==> config.mk <==
export PLATFORM = sky130hd
export DESIGN_NAME = alu_issue_arbiter
export DESIGN_NICKNAME = d
export VERILOG_FILES = /design/src/rtl/alu_pkg.sv /design/src/rtl/rr_arbiter.sv /design/src/rtl/alu_issue_arbiter.sv
export SDC_FILE = /design/constraint.sdc
export NUM_CORES = 1
export LEC_CHECK = 0
export CAP_MARGIN = 20
export CORE_ASPECT_RATIO = 0.75
export CORE_MARGIN = 1
export CORE_UTILIZATION = 34
export CTS_CLUSTER_SIZE = 28
export DETAILED_ROUTE_END_ITERATION = 7
export PLACE_DENSITY = 0.78
export SETUP_SLACK_MARGIN = 0.05
export SYNTH_ARGS = -nofsm -noshare
export SYNTH_HDL_FRONTEND = slang
export SYNTH_SLANG_ARGS = --single-unit
export TNS_END_PERCENT = 1
==> constraint.sdc <==
create_clock -name clk -period 1.7 [get_ports clk]
set_input_delay 0.425 -clock clk [delete_from_list [all_inputs] [get_ports clk]]
set_output_delay 0.425 -clock clk [all_outputs]
set_load 0.01 [all_outputs]
==> src/rtl/alu_pkg.sv <==
// rtl/alu_pkg.sv - shared opcodes, FSM encodings and latency helper for the ALU issue arbiter
package alu_pkg;

    localparam int DATA_W = 32;
    localparam int OP_W   = 5;

    localparam logic [OP_W-1:0] OP_ADD = 5'd0;
    localparam logic [OP_W-1:0] OP_SUB = 5'd1;
    localparam logic [OP_W-1:0] OP_MUL = 5'd2;
    localparam logic [OP_W-1:0] OP_DIV = 5'd3;
    localparam logic [OP_W-1:0] OP_MOD = 5'd4;
    localparam logic [OP_W-1:0] OP_AND = 5'd5;
    localparam logic [OP_W-1:0] OP_OR  = 5'd6;
    localparam logic [OP_W-1:0] OP_XOR = 5'd7;
    localparam logic [OP_W-1:0] OP_SLL = 5'd8;
    localparam logic [OP_W-1:0] OP_SRL = 5'd9;
    localparam logic [OP_W-1:0] OP_SLT = 5'd10;
    localparam logic [OP_W-1:0] OP_SRA = 5'd11;

    localparam logic [1:0] IDLE = 2'd0;
    localparam logic [1:0] EXEC = 2'd1;
    localparam logic [1:0] RESP = 2'd2;

    typedef struct packed {
        logic [DATA_W-1:0] a;
        logic [DATA_W-1:0] b;
        logic [OP_W-1:0]   op;
    } alu_op_t;

    function automatic int op_latency(input logic [OP_W-1:0] op, input int mul_lat, input int div_lat);
        case (op)
            OP_MUL:         return mul_lat;
            OP_DIV, OP_MOD: return div_lat;
            default:        return 1;
        endcase
    endfunction

endpackage

==> src/rtl/rr_arbiter.sv <==
// rtl/rr_arbiter.sv - round-robin picker: first asserted request at or after ptr, wrapping modulo N
module rr_arbiter #(
    parameter int N     = 2,
    parameter int IDX_W = 1
) (
    input  logic [N-1:0]     req,
    input  logic [IDX_W-1:0] ptr,
    output logic [N-1:0]     grant,
    output logic [IDX_W-1:0] grant_idx,
    output logic             any
);

    logic [IDX_W-1:0] idx;

    always_comb begin
        grant     = '0;
        grant_idx = '0;
        any       = 1'b0;
        idx       = '0;
        for (int k = 0; k < N; k++) begin
            idx = IDX_W'((int'(ptr) + k) % N);
            if (!any && req[idx]) begin
                any        = 1'b1;
                grant[idx] = 1'b1;
                grant_idx  = idx;
            end
        end
    end

endmodule

==> src/rtl/alu_issue_arbiter.sv <==
// rtl/alu_issue_arbiter.sv - shares one combinational ALU among requesters; ALU_ISSUE_ERR_EN adds rsp_err
module alu_issue_arbiter
    import alu_pkg::*;
#(
    parameter int  NUM_REQ = 2,
    parameter int  MUL_LAT = 2,
    parameter int  DIV_LAT = 4,
    localparam int ID_W    = (NUM_REQ > 1) ? $clog2(NUM_REQ) : 1
) (
    input  logic                      clk,
    input  logic                      rst_n,
    input  logic [NUM_REQ-1:0]        req_valid,
    output logic [NUM_REQ-1:0]        req_ready,
    input  logic [NUM_REQ*DATA_W-1:0] req_a,
    input  logic [NUM_REQ*DATA_W-1:0] req_b,
    input  logic [NUM_REQ*OP_W-1:0]   req_type,
    output logic [DATA_W-1:0]         alu_a,
    output logic [DATA_W-1:0]         alu_b,
    output logic [OP_W-1:0]           alu_type,
    input  logic [DATA_W-1:0]         alu_result,
    output logic                      rsp_valid,
    input  logic                      rsp_ready,
    output logic [ID_W-1:0]           rsp_id,
    output logic [DATA_W-1:0]         rsp_result
`ifdef ALU_ISSUE_ERR_EN
    ,
    output logic                      rsp_err
`endif
);

    localparam int MAX_LAT = (MUL_LAT > DIV_LAT) ? MUL_LAT : DIV_LAT;
    localparam int CNT_W   = $clog2(MAX_LAT + 1);

    logic [1:0]         state;
    logic [ID_W-1:0]    rr_ptr;
    logic [CNT_W-1:0]   cnt;
    alu_op_t            op;
    logic [ID_W-1:0]    op_id;
    logic [NUM_REQ-1:0] grant;
    logic [ID_W-1:0]    grant_idx;
    logic               any;
    logic [OP_W-1:0]    grant_type;

    rr_arbiter #(.N(NUM_REQ), .IDX_W(ID_W)) u_rr (
        .req       (req_valid),
        .ptr       (rr_ptr),
        .grant     (grant),
        .grant_idx (grant_idx),
        .any       (any)
    );

    // Reset gates the grant so req_ready is quiet while rst_n is low.
    assign req_ready  = (rst_n && state == IDLE) ? grant : '0;
    assign grant_type = req_type[int'(grant_idx)*OP_W +: OP_W];

    assign alu_a    = op.a;
    assign alu_b    = op.b;
    assign alu_type = op.op;
    assign rsp_id   = op_id;

    always_ff @(posedge clk or negedge rst_n) begin
        if (!rst_n) begin
            state      <= IDLE;
            rr_ptr     <= '0;
            cnt        <= '0;
            op         <= '0;
            op_id      <= '0;
            rsp_valid  <= 1'b0;
            rsp_result <= '0;
`ifdef ALU_ISSUE_ERR_EN
            rsp_err    <= 1'b0;
`endif
        end else begin
            case (state)
                IDLE: begin
                    if (any) begin
                        op.a   <= req_a[int'(grant_idx)*DATA_W +: DATA_W];
                        op.b   <= req_b[int'(grant_idx)*DATA_W +: DATA_W];
                        op.op  <= grant_type;
                        op_id  <= grant_idx;
                        rr_ptr <= ID_W'((int'(grant_idx) + 1) % NUM_REQ);
                        cnt    <= CNT_W'(op_latency(grant_type, MUL_LAT, DIV_LAT) - 1);
                        state  <= EXEC;
                    end
                end
                EXEC: begin
                    // Operands stay on alu_* for the whole count, giving the ALU its multicycle window.
                    if (cnt == '0) begin
                        rsp_result <= alu_result;
                        rsp_valid  <= 1'b1;
`ifdef ALU_ISSUE_ERR_EN
                        rsp_err    <= ((op.op == OP_DIV || op.op == OP_MOD) && op.b == '0) || (op.op > OP_SRA);
`endif
                        state      <= RESP;
                    end else begin
                        cnt <= cnt - 1'b1;
                    end
                end
                RESP: begin
                    if (rsp_ready) begin
                        rsp_valid <= 1'b0;
                        state     <= IDLE;
                    end
                end
                default: state <= IDLE;
            endcase
        end
    end

endmodule

==> results.cfg <==
[outcome]
status = finished with violations
violations = setup timing

[timing]
worstMarginPinSlew_ns = 0.734
hold_viol = 0
report.final.setup_viol = 66
max_freq_mhz = 555
max_slew_margin_pct = 51.1
period_needed_ns = 1.80
slew_viol_final = 0
hold_slack_ns = 0.184
rsz0062_at_grt = yes
worst_slack_ns = -0.103
fin_crit_sh_pct = 106
clock_skew_ns = 0.00679

[die]
dieHeight_um = 103
start_util_pct = 35.3
die_area_um2 = 14100
rows = 36
pin_count = 280
die-width_um = 137
coreArea_um2 = 13200

[synth]
synth_area_leaders = dfrtp_1 59%, a221o_1 14%, nor2b_1 9.2%
yosysTopAreaCellShare_pct = 58.7
ys_top_cells_by_count = 109 x dfrtp_1, 68 x nor2b_1, 66 x a221o_1, 32 x mux2_2, 17 x buf_2
syn_area_um2 = 4640
yosys.cell_types.count = 28
syn_avg_cell_area_um2 = 13.0
yosys_warnings = 0
synth_fp_nets = 534
synth-edff-count = 0
ys.flop_type = dfrtp_1
synth_area_leader_cell = dfrtp_1
ys_seq_elements = 109
yosysMostFrequentCell = dfrtp_1
synthCells = 357
ys_async_sr_fraction_pct = 100
ys_seq_area_share_pct = 58.7

[pwr]
p_per_area_nw_per_um2 = 1650
power_mw = 13.4
leakage_nw = 3.75
vdd.ir_drop.worst_mv = 0.993

[global_routing]
grt_pass1_wl_um = 21400
grt_usage_pct = 19.8
grt_max_degree = 110
grt_pass1_vias = 4124
grt-ovfl-total = 0
antenna_found_initial = 0

[setup_path]
critPathKind = flip-flop to primary output
reg2reg_to = alu_b[26]$_DFFE_PN0P_
endpoint_kind = primary output
path_max_fanout = 3
arrival_ns = 1.38
crit_required_ns = 1.27
reg2reg_depth = 5
r2r_slack_ns = -0.07
r2r_start = state[0]$_DFFE_PN0P_
crit_start = state[0]$_DFFE_PN0P_
timing.critical_path.from_type = flip-flop

[clock_tree]
h-tree-depth = 3
clock_path_buffers = 2
clkLatencyLatePin_ns = 0.34
clockRootBuffer = clkbuf_16
cts_num_sinks = 109
numCtsBuffers = 9
cts.clk_slew.worst_paths_ns = 0.07
cts_tree = yes

[job]
drv_cap = 0

[routing]
totalWireLength_um = 14700
drc_errors = 0
drt-pass1-iter-count = 4
postRouteAntennaNets = 0
dr_total_vias = 4121
routedWlPerCell_um = 17.8
via_per_inst = 4.99
drt_iter0_markers = 182

[final_layout]
drive_gt1_share_pct = 14.0
finalInstanceArea_um2 = 8120
final_cell_count_no_fill = 826
nets = 827
area_delta_synth_final_pct = 74.9
diodes = 0

[placement]
placed_cell_area_um2 = 7800
placed_cells = 805
port_buffers = 279
gp_congestion = 0.798
dpl.hpwl_um = 10500

[min_path]
hold_path_class = primary input to async pin
[routing by layer]
metal,up-vias,wire (um),track usage [%]
met5,-,0,0
met4,0,171,5.16
met3,16,1040,6.04
met2,172,7250,34.5
met1,2018,6230,24.1
li1,1915,-,-
[cell usage in the layout (no fill, tap or decap), types with 2 or more instances in the layout]
cell type and count:
dlymetal6s2s_1 6, mux2_2 9, dfrtp_1 109, nor2_1 14, a21oi_1 7, inv_1 6
o41ai_1 2, buf_6 5, clkdlybuf4s50_1 171, a221o_1 66, clkbuf_16 9, o221ai_1 2
clkbuf_1 2, dlygate4sd2_1 99, and2_4 2, nor2b_2 3, clkinvlp_4 3, buf_12 5
nor2b_1 65, buf_4 21, mux2_4 23, mux2i_1 5
[layout make-up]
| class | count | area [um^2] |
|---|---|---|
| timing repair buffer | 307 | 2970 |
| fill | 1050 | 5030 |
| inverter | 7 | 26.3 |
| multi-input combinational | 216 | 1920 |
| clock inverter | 5 | 36.3 |
| tap | 171 | 214 |
| sequential | 109 | 2730 |
| clock buffer | 11 | 233 |
[worst max path at each step]
stage                              end  slack (ns)  cells after the start
after floorplan           req_ready[1]        0.03                      6
after global placement    req_ready[1]       -0.63                      6
after detailed placement  req_ready[1]       -0.67                      6
after CTS                 req_ready[0]       -0.13                      5
after global routing      req_ready[0]       -0.19                      5
final                     req_ready[0]       -0.10                      5
[where the power goes]
group          switching [mW]  internal, mW
combinational            3.00          3.90
sequential              0.669          3.89
clock                   0.945         0.999
[stage by stage]
stage / util [%] / setup TNS [ns] / setup slack, ns
6_report: 61.7 / -2.47 / -0.103
5_1_grt: 61.7 / -9.73 / -0.191
4_1_cts: 60.8 / -2.28 / -0.129
3_5_place_dp: 59.3 / -36.98 / -0.672
3_3_place_gp: 59.3 / -32.43 / -0.630
2_1_floorplan: - / 0 / 0.0300
[logic make-up (layout without fill, tap and decap cells)]
group / Yosys count / in the layout / share of synthesized area (%)
buffers and inverters: 32 / 330 / 3.13
AO/OA/AOI/OAI: 84 / 84 / 17.0
multiplexers: 37 / 37 / 8.84
flip-flops: 109 / 109 / 58.7
adder cells (fa/ha/maj): 2 / 2 / 0.539
AND/OR/NAND/NOR: 93 / 93 / 11.7
[flip-flops by register name, summed over array words and instances (netlist names)]
signal      flops
alu_a          32
alu_b          32
rsp_result     32
alu_type        5
cnt             3
state           2
rr_ptr          1
rsp_id          1
rsp_valid       1
[timing repair]
| action | in CTS | in global routing |
|---|---|---|
| pin swaps | 6 | 3 |
| setup buffers | 4 | 1 |
| endpoints found under the hold margin | 0 | 0 |
| endpoints found under the setup margin | 201 | 106 |
| hold buffers | 0 | 0 |
| resized for setup | 116 | 34 |
[critical path, cell delays in order (launching register included)]
cell and delay (ns):
dfrtp_1 0.41, nor2_2 0.16, nand2_2 0.08, a21oi_4 0.12
and2_4 0.16, buf_6 0.10
No activity file was read; power rests on OpenSTA's default activity.
